`config.mk`:
```
export PLATFORM = sky130hd
export DESIGN_NAME = alu_execute_stage_flat
export DESIGN_NICKNAME = d
export VERILOG_FILES = /design/src/rtl/alu_execute_stage_if.sv /design/src/rtl/alu_execute_stage.sv /design/src/flat_wrapper.sv
export SDC_FILE = /design/constraint.sdc
export NUM_CORES = 1
export LEC_CHECK = 0
export BUFFER_PORTS_ARGS = -buffer_cell sky130_fd_sc_hd__buf_2
export CAP_MARGIN = 20
export CELL_PAD_IN_SITES_DETAIL_PLACEMENT = 0
export CELL_PAD_IN_SITES_GLOBAL_PLACEMENT = 2
export CORE_MARGIN = 3
export CORE_UTILIZATION = 31
export CTS_CLUSTER_SIZE = 8
export DETAILED_ROUTE_END_ITERATION = 12
export PLACE_DENSITY = 0.78
export SLEW_MARGIN = 15
export SYNTH_ARGS = -nofsm -noshare
export SYNTH_HDL_FRONTEND = slang
export SYNTH_SLANG_ARGS = --single-unit
```
`constraint.sdc`:
```
create_clock -name clk -period 2.24 [get_ports clk]
set_input_delay 0.112 -clock clk [delete_from_list [all_inputs] [get_ports clk]]
set_output_delay 0.112 -clock clk [all_outputs]
set_load 0.02 [all_outputs]
```
`src/rtl/alu_execute_stage_if.sv`:
```
// Execute-stage bus: upstream op handshake plus the registered result/flag return path.
interface alu_execute_stage_if #(
  parameter int WIDTH   = 16,
  parameter int SHAMT_W = 4
);
  logic               in_valid;
  logic               in_ready;
  logic [7:0]         alu_ctrl;
  logic [WIDTH-1:0]   op_a;
  logic [WIDTH-1:0]   op_b;
  logic [SHAMT_W-1:0] shamt;
  logic               out_valid;
  logic               out_ready;
  logic [WIDTH-1:0]   result;
  logic               flag_z;
  logic               flag_n;
  logic               flag_c;

  modport master (
    output in_valid, alu_ctrl, op_a, op_b, shamt, out_ready,
    input  in_ready, out_valid, result, flag_z, flag_n, flag_c
  );

  modport slave (
    input  in_valid, alu_ctrl, op_a, op_b, shamt, out_ready,
    output in_ready, out_valid, result, flag_z, flag_n, flag_c
  );
endinterface

```
`src/rtl/alu_execute_stage.sv`:
```
// ALU execute stage: single-cycle logic/arith ops, iterative 1-bit/cycle shifter,
// registered result and Z/N/C flags behind a valid/ready handshake.
module alu_execute_stage #(
  parameter int WIDTH   = 16,
  parameter int SHAMT_W = 4
) (
  input logic               clk,
  input logic               rst_n,
  alu_execute_stage_if.slave bus
);

  typedef enum logic [1:0] {IDLE, SHIFT, HOLD} state_t;

  typedef struct packed {
    logic [WIDTH-1:0] res;
    logic             c;
    logic             wr_zn;
    logic             wr_c;
    logic             go_shift;
    logic             shl;
  } exec_t;

  state_t             state;
  logic [WIDTH-1:0]   res_q, work;
  logic [SHAMT_W-1:0] cnt;
  logic               shl_q, fwe_q, ov_q;
  logic               z_q, n_q, c_q;

  exec_t              ex;
  logic               fwe, accept;
  logic [WIDTH-1:0]   shifted;
  logic               out_bit;

  assign bus.in_ready  = rst_n & ((state == IDLE) | ((state == HOLD) & bus.out_ready));
  assign bus.out_valid = ov_q;
  assign bus.result    = res_q;
  assign bus.flag_z    = z_q;
  assign bus.flag_n    = n_q;
  assign bus.flag_c    = c_q;

  assign accept = bus.in_valid & bus.in_ready;
  assign fwe    = bus.alu_ctrl[7];

  // Priority chain: lowest set op bit wins; all-zero op passes op_b through untouched.
  always_comb begin
    ex     = '0;
    ex.res = bus.op_b;
    if (bus.alu_ctrl[0]) begin
      {ex.c, ex.res} = {1'b0, bus.op_a} + {1'b0, bus.op_b};
      ex.wr_zn = fwe;
      ex.wr_c  = fwe;
    end else if (bus.alu_ctrl[1]) begin
      ex.res   = bus.op_a - bus.op_b;
      ex.c     = bus.op_a < bus.op_b;
      ex.wr_zn = fwe;
      ex.wr_c  = fwe;
    end else if (bus.alu_ctrl[2]) begin
      ex.res   = bus.op_a & bus.op_b;
      ex.wr_zn = fwe;
    end else if (bus.alu_ctrl[3]) begin
      ex.res   = bus.op_a | bus.op_b;
      ex.wr_zn = fwe;
    end else if (bus.alu_ctrl[4]) begin
      ex.res   = ~bus.op_a;
      ex.wr_zn = fwe;
    end else if (bus.alu_ctrl[5] | bus.alu_ctrl[6]) begin
      // Zero shift completes like a logic op: passes op_a, leaves C alone.
      ex.res      = bus.op_a;
      ex.wr_zn    = fwe;
      ex.shl      = ~bus.alu_ctrl[5];
      ex.go_shift = (bus.shamt != '0);
    end
  end

  assign shifted = shl_q ? {work[WIDTH-2:0], 1'b0} : {1'b0, work[WIDTH-1:1]};
  assign out_bit = shl_q ? work[WIDTH-1] : work[0];

  always_ff @(posedge clk or negedge rst_n) begin
    if (!rst_n) begin
      state <= IDLE;
      res_q <= '0;
      work  <= '0;
      cnt   <= '0;
      shl_q <= 1'b0;
      fwe_q <= 1'b0;
      ov_q  <= 1'b0;
      z_q   <= 1'b0;
      n_q   <= 1'b0;
      c_q   <= 1'b0;
    end else begin
      case (state)
        SHIFT: begin
          work <= shifted;
          cnt  <= cnt - 1'b1;
          if (cnt == SHAMT_W'(1)) begin
            state <= HOLD;
            ov_q  <= 1'b1;
            res_q <= shifted;
            if (fwe_q) begin
              z_q <= (shifted == '0);
              n_q <= shifted[WIDTH-1];
              c_q <= out_bit;
            end
          end
        end
        default: begin
          if (accept) begin
            if (ex.go_shift) begin
              state <= SHIFT;
              ov_q  <= 1'b0;
              work  <= bus.op_a;
              cnt   <= bus.shamt;
              shl_q <= ex.shl;
              fwe_q <= fwe;
            end else begin
              state <= HOLD;
              ov_q  <= 1'b1;
              res_q <= ex.res;
              if (ex.wr_zn) begin
                z_q <= (ex.res == '0);
                n_q <= ex.res[WIDTH-1];
              end
              if (ex.wr_c) c_q <= ex.c;
            end
          end else if ((state == HOLD) && bus.out_ready) begin
            state <= IDLE;
            ov_q  <= 1'b0;
          end
        end
      endcase
    end
  end

endmodule

```
`src/flat_wrapper.sv`:
```
// flat-port wrapper written by rule: the top's interface ports become plain ports
module alu_execute_stage_flat 
#(
  parameter int WIDTH   = 16,
  parameter int SHAMT_W = 4
)
  (clk, rst_n, bus_in_valid, bus_alu_ctrl, bus_op_a, bus_op_b, bus_shamt, bus_out_ready, bus_in_ready, bus_out_valid, bus_result, bus_flag_z, bus_flag_n, bus_flag_c);
  alu_execute_stage_if #(.WIDTH(WIDTH), .SHAMT_W(SHAMT_W)) bus_i ();
  input logic clk;
  input logic rst_n;
  input wire logic [$bits(bus_i.in_valid)-1:0] bus_in_valid;
  input wire logic [$bits(bus_i.alu_ctrl)-1:0] bus_alu_ctrl;
  input wire logic [$bits(bus_i.op_a)-1:0] bus_op_a;
  input wire logic [$bits(bus_i.op_b)-1:0] bus_op_b;
  input wire logic [$bits(bus_i.shamt)-1:0] bus_shamt;
  input wire logic [$bits(bus_i.out_ready)-1:0] bus_out_ready;
  output wire logic [$bits(bus_i.in_ready)-1:0] bus_in_ready;
  output wire logic [$bits(bus_i.out_valid)-1:0] bus_out_valid;
  output wire logic [$bits(bus_i.result)-1:0] bus_result;
  output wire logic [$bits(bus_i.flag_z)-1:0] bus_flag_z;
  output wire logic [$bits(bus_i.flag_n)-1:0] bus_flag_n;
  output wire logic [$bits(bus_i.flag_c)-1:0] bus_flag_c;
  assign bus_i.in_valid = bus_in_valid;
  assign bus_i.alu_ctrl = bus_alu_ctrl;
  assign bus_i.op_a = bus_op_a;
  assign bus_i.op_b = bus_op_b;
  assign bus_i.shamt = bus_shamt;
  assign bus_i.out_ready = bus_out_ready;
  assign bus_in_ready = bus_i.in_ready;
  assign bus_out_valid = bus_i.out_valid;
  assign bus_result = bus_i.result;
  assign bus_flag_z = bus_i.flag_z;
  assign bus_flag_n = bus_i.flag_n;
  assign bus_flag_c = bus_i.flag_c;
  alu_execute_stage #(.WIDTH(WIDTH), .SHAMT_W(SHAMT_W)) u_core (.clk(clk), .rst_n(rst_n), .bus(bus_i));
endmodule
```
==> metrics, run 1 <==
status complete, but fails checks; failing checks negative setup slack; Die Y ~140 um; Initial Util 32.28%; CTS H-tree depth 2; Yosys warning count 0; CTS root buf clkbuf_16; largest net degree at the start of global routing 44; die area 18430 um2; grt ovf 0; DRT Pass-1 Iters 5; asr flop ratio synth between 90% and 100%; DR vias 6058; fin crit period roughly 2.5 ns; vias in the first global route 6089; CP endpoint kind flop; CP max FO 4; Worst slew margin between 50% and 60%; dpl hpwl about 16000 um; DRC viols 0; Crit path required time about 2.5 ns; Main synth FF type dfrtp_1; Core ar. 16170 um2; commonest non-fill, non-tap cell in the layout buf_4; CTS Buf Count 5; Final Worst Setup Slack -0.2195 ns; most area-hungry cell type in the Yosys netlist dfrtp_1; buffers added on ports 68; Worst Setup Path Type primary input to flop; # setup viols final 7; Std-Cell Rows 46; clock transition at the registers of the reported paths 0.06 ns; Seq/Total Area, Yosys 20.61%; CP Launch Type primary input; commonest non-fill, non-tap cells in the layout buf_4 (196), buf_2 (62), nand2_1 (61); number of top-level pins 69; multi-input logic area 4387 um2; area share of the leading cell type in the synthesized netlist 20.61%; syn_nets 784; PwrDens 558.3 nW/um2; worst-margin pin slew 0.6086 ns; top cells by area, synth dfrtp_1 (21%), ha_1 (12%), a211oi_1 (4.7%); Leak 3.726 nW; global-route wire length before repair 32390 um; Register Area 1076 um2; Final TNS setup -0.6503 ns; Avg WL per Cell 18.05 um; n_diodes 0; DIE WIDTH 135.8 um; Area growth, synth to finish 57.91%; crit-path max cell delay 0.51 ns; final hold violations 0; Synth Instances 684; CTS Buffer Depth 2; RSZ-0062 raised after global routing true; fmax 406.6 MHz; Yosys cell types 71; CP Cell Sequence buf_8 > inv_4 > ha_4 > buf_4 > and2b_2 > a211oi_2 > a211oi_2 > nor4_4 > nand4_1 > nor3_1 > nand4_1 > or4b_1 > o21ai_1; final-stage net count just over 1000; max cap viols 0; Slew Limit Fails 0; Clock Sinks 43; count of state elements after synthesis 43; DR iter-0 viols ~350; Max VDD drop 0.0004944 V; Post-synth EDFFs 0; DR vias/cell around 5.3; initial antenna violation count 0; Final Cycle Share 109.8%; later-pin clock latency in the skew report around 0.29 ns; GRT Total Usage 21.97%; antenna-violating nets left 0; clk_skew 0.006811 ns; CTS tree built; worst hold slack between 0.08 and 0.09 ns; path type of the worst min-delay path primary input to flop; share of layout cells above drive strength 1 43.72%; arrival time at the worst endpoint 2.68 ns; final RePlAce weighted congestion 0.9272; Slowest-stage cell, CP or4b_1; mapped cell area 5220 um2; number of fill cells 1585; Mean Syn Cell Area 7.632 um2; overall routed net length 20570 um
report_power, final:
group,internal (mW),switching [mW]
combinational,1.21,1.33
sequential,1.07,0.273
clock,0.435,0.288
synthesized netlist by cell type, types with 6 or more instances:
cell,number
nand4_1,7
a211oi_1,33
a21oi_1,44
o211ai_1,16
xnor2_1,7
dfrtp_1,43
nand3_1,16
clkbuf_1,31
nor2b_1,23
or3_1,7
ha_1,50
nor2_1,42
and2_1,7
inv_1,55
a21o_1,14
nor3_1,26
o21ai_0,36
a31oi_1,21
nand2b_1,16
nand2_1,62
mux2i_1,13
buf_4,6
o31ai_1,10
a2111oi_0,6
a221oi_1,6
per-stage QoR:
stage	std cells	cell area (um2)	power, mW	util (%)	setup WS (ns)
6_report	1140	8243	4.602	50.97	-0.2195
5_1_grt	1140	8243	4.895	50.97	-0.3208
4_1_cts	1133	7856	4.461	48.58	-0.2922
3_5_place_dp	1108	7222	3.548	44.65	-0.8403
3_3_place_gp	1108	7222	3.495	44.65	-0.7911
2_1_floorplan	684	5406	2.577	-	-0.2342
layer usage:
metal	global-route usage (%)	wire length, um	vias up
li1	-	-	2973
met4	6.159	479	0
met2	37.86	9929	182
met1	29.57	9257	2875
met5	0	0	-
met3	1.672	906	28
timing repair:
action | in CTS | in global routing
hold buffers | 2 | 0
pin swaps | 43 | 37
buffers inserted | 18 | 8
endpoints found under the setup margin | 10 | 13
endpoints found under the hold margin | 43 | 0
resized for setup | 72 | 68
critical path, delay by kind of cell:
kind,cells,cell delay [ns]
and+or+nand+nor,6,1.58
AOI/OAI and AO/OA,3,0.44
adders and majority gates,1,0.30
buffers and inverters,3,0.23
registers in the layout, summed over array words and instances, names as in the netlist:
register	flops
u_core.fwe_q	1
u_core.shl_q	1
u_core.state	2
u_core.bus.flag_n	1
u_core.cnt	4
u_core.bus.result	16
u_core.work	16
u_core.bus.flag_z	1
u_core.bus.flag_c	1
worst paths after layout:
kind | cells past startpoint | startpoint | slack (ns) | endpoint
min | 3 | bus_alu_ctrl[7] | 0.08 | u_core.fwe_q
max | 13 | bus_op_b[4] | -0.22 | u_core.bus.flag_z
max in group asynchronous | 4 | rst_n | 1.54 | u_core.work[14]
max reg2reg | 10 | u_core.cnt[1] | 0.02 | u_core.bus.flag_z
min in group asynchronous | 4 | rst_n | 0.47 | u_core.bus.result[2]
min reg2reg | 1 | u_core.bus.result[4] | 0.47 | u_core.bus.result[4]
cell families after synthesis:
logic type / share of synthesized area (%)
xor+xnor: 1.678
simple gates: 22.82
mux: 3.571
compound gates: 30.01
buf+inv: 8.557
flops: 20.61
fa+ha+maj: 12.75
layout make-up:
cell class | count | share of cell area, %
clock buffer | 6 | 1.685
clock inverter | 1 | 0.06072
inverter | 55 | 3.097
multi-input combinational | 538 | 53.22
sequential | 43 | 13.05
tap | 216 | 3.279
timing repair buffer | 281 | 25.61
No activity file was read; power rests on OpenSTA's default activity.
==> run 2, diff against run 1 <==
SKIP_CTS_REPAIR_TIMING = 1   (was not set)
==> run 2 against run 1 <==
The flow finishes with violations (negative hold slack, negative setup slack). Count of clock-buffer cells in the layout did not move. Utilization fell by 1.7 points. First-iteration DRC count is 29% higher. Global-route usage decreased by 0.94 points. Design area decreased by 3.4%. Clock power hardly changed. Worst hold slack worse by 0.13 ns. Critical path depth stayed put. Worst setup slack worse by 0.073 ns. Critical path type unchanged. Largest cell class unchanged.
==> metrics, run 2 (synthesis results as in run 1) <==
CP Launch Type primary input (unchanged); worst r2r src u_core.cnt[1] (unchanged); P_sw 1.834 mW (was 1.889 mW); CP Cell Sequence buf_6 > inv_4 > ha_4 > buf_4 > nor3_4 > o21ai_2 > and3_4 > o41ai_4 > xnor2_2 > a2111oi_4 > nand4_1 > or4b_1 > o21ai_1 (was buf_8 > inv_4 > ha_4 > buf_4 > and2b_2 > a211oi_2 > a211oi_2 > nor4_4 > nand4_1 > nor3_1 > nand4_1 > or4b_1 > o21ai_1); Core ar. 16170 um2 (unchanged); GRT Total Usage 21.03% (was 21.97%); dpl ws -0.8403 ns (unchanged); Clock Sinks 43 (unchanged); clock transition at the registers of the reported paths 0.06 ns (about the same); DR vias/cell 5.374 (was 5.314); combinational share of power 54.1% (was 55.1%); CP endpoint kind flop (unchanged); max cap viols 0 (unchanged); n_diodes 0 (unchanged); Cell Int Power 2.653 mW (was 2.713 mW); buffers added on ports 68 (unchanged); Placed Instances 1108 (unchanged); final RePlAce weighted congestion 0.9272 (unchanged); Final Worst Setup Slack -0.2925 ns (was -0.2195 ns); share of layout cells above drive strength 1 41.78% (was 43.72%); total power 4.487 mW (was 4.602 mW); Worst slew margin 57.77% (was 59.28%); CTS root buf clkbuf_16 (unchanged); fmax 394.9 MHz (was 406.6 MHz); arrival time at the worst endpoint 2.75 ns (was 2.68 ns); initial antenna violation count 0 (unchanged); Leak 3.650 nW (was 3.726 nW); commonest non-fill, non-tap cells in the layout buf_4 (199), nand2_1 (62), buf_2 (62) (was buf_4 (196), buf_2 (62), nand2_1 (61)); CP Launch Point bus_op_b[4] (unchanged); commonest non-fill, non-tap cell in the layout buf_4 (unchanged); DRC viols 0 (unchanged); CTS Buffer Depth 2 (unchanged); Slowest-stage cell, CP or4b_1 (unchanged); clk_skew 0.006652 ns (was 0.006811 ns); fin area 7964 um2 (was 8243 um2); worst hold slack -0.04553 ns (was 0.08335 ns); dpl hpwl 16180 um (unchanged); DR vias 6099 (was 6058); DRT Pass-1 Iters 5 (unchanged); CTS tree built (unchanged); vias in the first global route 5891 (was 6089); final-stage net count 1019 (was 1024); antenna-violating nets left 0 (unchanged); Crit path required time 2.46 ns (about the same); CTS Buf Count 5 (unchanged); Cell Area, Placed 7222 um2 (unchanged); Max VDD drop 0.0004939 V (was 0.0004944 V); CTS H-tree depth 2 (unchanged); global-route wire length before repair 31000 um (was 32390 um); # setup viols final 7 (unchanged); final hold violations 43 (was 0); largest net degree at the start of global routing 45 (was 44); Slew Limit Fails 0 (unchanged); DIE WIDTH 135.8 um (unchanged); Area growth, synth to finish 52.56% (was 57.91%); Std-Cell Rows 46 (unchanged); Die Y 135.8 um (unchanged); fin crit period 2.533 ns (was 2.460 ns); failing checks negative hold slack, negative setup slack (was negative setup slack); CP max FO 6 (was 4); overall routed net length 20280 um (was 20570 um); die area 18430 um2 (unchanged); worst-margin pin slew 0.6312 ns (was 0.6086 ns); Clk network pwr share 16.1% (was 15.7%); Sw Share 40.88% (was 41.04%); number of top-level pins 69 (unchanged); status complete, but fails checks (unchanged); Initial Util 32.28% (unchanged); DR iter-0 viols 450 (was 348); PwrDens 563.5 nW/um2 (was 558.3 nW/um2); grt ovf 0 (unchanged); path type of the worst min-delay path primary input to asynchronous set/reset pin (was primary input to flop); Avg WL per Cell 17.87 um (was 18.05 um); final instance count without filler cells 1135 (was 1140); Worst Setup Path Type primary input to flop (unchanged); later-pin clock latency in the skew report 0.29 ns (about the same); sequential power share 29.8% (was 29.2%); crit-path max cell delay 0.48 ns (was 0.51 ns); RSZ-0062 raised after global routing true (unchanged); Final Cycle Share 113.1% (was 109.8%)
==> run 2: worst max-delay path: cells and delay by family <==
kind            cells  cell delay (ns)
compound gates      4             1.05
xor+xnor            1             0.12
fa+ha+maj           1             0.22
buf+inv             3             0.30
simple gates        4             0.94
==> run 2: per-layer routing <==
| metal | up-vias | routed length (um) | track usage, % |
|---|---|---|---|
| met4 | 0 | 433 | 6.551 |
| met2 | 191 | 9716 | 35.12 |
| met3 | 24 | 853 | 1.300 |
| li1 | 2956 | - | - |
| met5 | - | 0 | 0 |
| met1 | 2928 | 9277 | 29.13 |
==> run 2: final timing paths <==
path,end,slack (ns),cells after the start
min in group clk,u_core.fwe_q,0.08,3
hold reg to reg,u_core.bus.result[4],0.47,1
max in group asynchronous,u_core.work[14],1.90,2
hold / removal,u_core.work[2],-0.05,2
setup / recovery,u_core.bus.flag_z,-0.29,13
setup reg to reg,u_core.bus.flag_z,0,10
==> run 2: metrics by stage <==
step	utilization, %	TNS [ns]
after CTS	45.54	-2.908
after detailed placement	44.65	-7.244
after floorplan	-	-0.3427
after global routing	49.24	-1.926
final	49.24	-0.7424
after global placement	44.65	-6.657
==> run 2: power groups by stage <==
stage	combinational [mW]	sequential (mW)	clock (mW)
floorplan	1.17	1.41	0
global placement	2.16	1.33	0
detailed placement	2.20	1.35	0
CTS	2.21	1.34	0.741
global route	2.64	1.38	0.761
finish	2.43	1.34	0.723
==> run 2: cell type report <==
type	instances	area, um2
clock buffer	6	138.9
clock inverter	1	5.005
timing repair buffer	276	2012
fill	1598	8209
multi-input combinational	538	4207
inverter	55	255.2
tap	216	270.3
sequential	43	1076
==> run 3, diff against run 2 <==
CORE_UTILIZATION = 37   (was 31)
GPL_TIMING_DRIVEN = 0   (was not set)
PLACE_DENSITY = 0.95   (was 0.78)
clock period = 3.1 ns   (was 2.24 ns; I/O delays follow)
==> run 3 against run 2 <==
Critical path depth up 1. The run now ends clean. Total power is 34% lower. Register-to-register slack better by 0.21 ns. Sequential power decreased by 28%. Largest power group unchanged. Sequential share of layout area increased by 4.2 points. Clock power shrank 14%. Wire length is 4.3% lower. Count of clock-buffer cells in the layout unchanged.
==> metrics, run 3 (synthesis results as in run 1) <==
DR vias 5550 (was 6099); share of layout cells above drive strength 1 16.64% (was 41.78%); Layout Utilization 45.11% (was 49.24%); Die Y 124.8 um (was 135.8 um); CTS Buf Count 5 (unchanged); Std-Cell Rows 42 (was 46); PwrDens 485.7 nW/um2 (was 563.5 nW/um2); Slew Limit Fails 0 (unchanged); clock transition at the registers of the reported paths 0.06 ns (about the same); DRT Pass-1 Iters 5 (unchanged); die area 15570 um2 (was 18430 um2); global-route wire length before repair 30520 um (was 31000 um); Worst Setup Path Type primary input to flop (unchanged); commonest non-fill, non-tap cell in the layout buf_2 (was buf_4); grt met2 use 42.27% (was 35.12%); fin crit period 2.962 ns; overall routed net length 19420 um (was 20280 um); commonest non-fill, non-tap cells in the layout buf_2 (70), nand2_1 (62), inv_1 (55) (was buf_4 (199), nand2_1 (62), buf_2 (62)); DR vias/cell 5.911 (was 5.374); number of top-level pins 69 (unchanged); later-pin clock latency in the skew report 0.29 ns (about the same); Worst slew margin 40.02% (was 57.77%); path type of the worst min-delay path primary input to flop (was primary input to asynchronous set/reset pin); final RePlAce weighted congestion 0.9246 (was 0.9272); worst-margin pin slew 0.8967 ns (was 0.6312 ns); final-stage net count 862 (was 1019); Final Cycle Share between 90% and 100%; dpl hpwl 15230 um (was 16180 um); CTS H-tree depth 2 (unchanged); number of fill cells 1382 (was 1598); antenna-violating nets left 0 (unchanged); final instance count without filler cells 939 (was 1135); buffers added on ports 65 (was 68); CP endpoint kind flop (unchanged); met3 Resource Use GR 2.530% (was 1.300%); Placed Instances 925 (was 1108); clk_skew 0.006500 ns (was 0.006652 ns); grt ovf 0 (unchanged); multi-input logic area 3779 um2 (was 4207 um2); CP Launch Type primary input (unchanged); fmax around 340 MHz; Most Crowded Layer GR met2 (unchanged); Leak 2.726 nW (was 3.650 nW); CP max FO 4 (was 6); CTS Buffer Depth 2 (unchanged); n_diodes 0 (unchanged); vias in the first global route 5560 (was 5891); DRC viols 0 (unchanged); Clock Sinks 43 (unchanged); Avg WL per Cell 20.68 um (was 17.87 um); largest net degree at the start of global routing 46 (was 45); CTS root buf clkbuf_16 (unchanged); final hold violations 0 (was 43); initial antenna violation count 0 (unchanged); Initial Util 38.65% (was 32.28%); max cap viols 0 (unchanged); Max VDD drop 0.0002198 V (was 0.0004939 V); Area growth, synth to finish 16.71% (was 52.56%); DIE WIDTH 124.8 um (was 135.8 um); CTS tree built (unchanged); Core ar. 13510 um2 (was 16170 um2); M1 GR Usage 31.64% (was 29.13%); GRT Total Usage 24.21% (was 21.03%); Crit path required time 3.32 ns (was 2.46 ns); status completed (was complete, but fails checks); DR iter-0 viols 454 (was 450); Register Area 1076 um2 (unchanged); Final TNS setup 0 ns (was -0.7424 ns); arrival time at the worst endpoint 3.18 ns (was 2.75 ns); # setup viols final 0 (was 7)
-- run 3: path summary, 6_finish.rpt --
path,start,end,slack [ns],depth (start not counted)
max,bus_op_a[0],u_core.bus.flag_z,0.14,14
min,bus_alu_ctrl[7],u_core.fwe_q,0.11,3
max reg2reg,u_core.state[1],u_core.bus.flag_z,0.21,9
min reg2reg,u_core.bus.result[7],u_core.bus.result[7],0.48,1
max in group asynchronous,rst_n,u_core.work[13],1.44,3
min in group asynchronous,rst_n,u_core.shl_q,0.35,3
-- run 3: worst max-delay path: stages --
cell and delay [ns]:
buf_2 0.12, inv_1 0.09, ha_1 0.20, inv_1 0.07, fa_1 0.43, nor2b_1 0.18
o31ai_2 0.21, xor2_1 0.12, a221oi_2 0.38, nand4_1 0.19, nor3_2 0.15, nand4_1 0.14
or4b_1 0.59, o21ai_1 0.15
-- run 3: per-stage QoR --
step,setup slack [ns],cell area [um2],power [mW],hold WS (ns)
floorplan,0.4240,5220,1.828,-0.1406
global placement,-0.4194,5766,2.260,0.3657
detailed placement,-0.4463,5766,2.289,0.3816
CTS,-0.1426,5939,2.919,0.07811
global route,-0.01796,6092,3.165,0.1225
finish,0.1377,6092,2.959,0.1145
-- run 3: where the power goes --
part | switching (mW) | internal (mW) | total (mW)
logic | 0.839 | 0.539 | 1.38
clock network | 0.219 | 0.401 | 0.620
registers | 0.187 | 0.774 | 0.961
-- run 3: metal layers --
| layer | wire length [um] | share of wire [%] |
|---|---|---|
| met1 | 8554 | 44 |
| met2 | 9342 | 48 |
| met3 | 1080 | 5.6 |
| met4 | 441 | 2.3 |
| met5 | 0 | 0 |
-- run 3: cell type report --
cell class / count / share of cell area [%]
Clock buffer: 6 / 2.280
Sequential cell: 43 / 17.66
Timing Repair Buffer: 72 / 6.572
Multi-Input combinational cell: 538 / 62.03
Buffer: 47 / 3.882
Tap cell: 176 / 3.615
Inverter: 55 / 3.389
Clock inverter: 2 / 0.5751
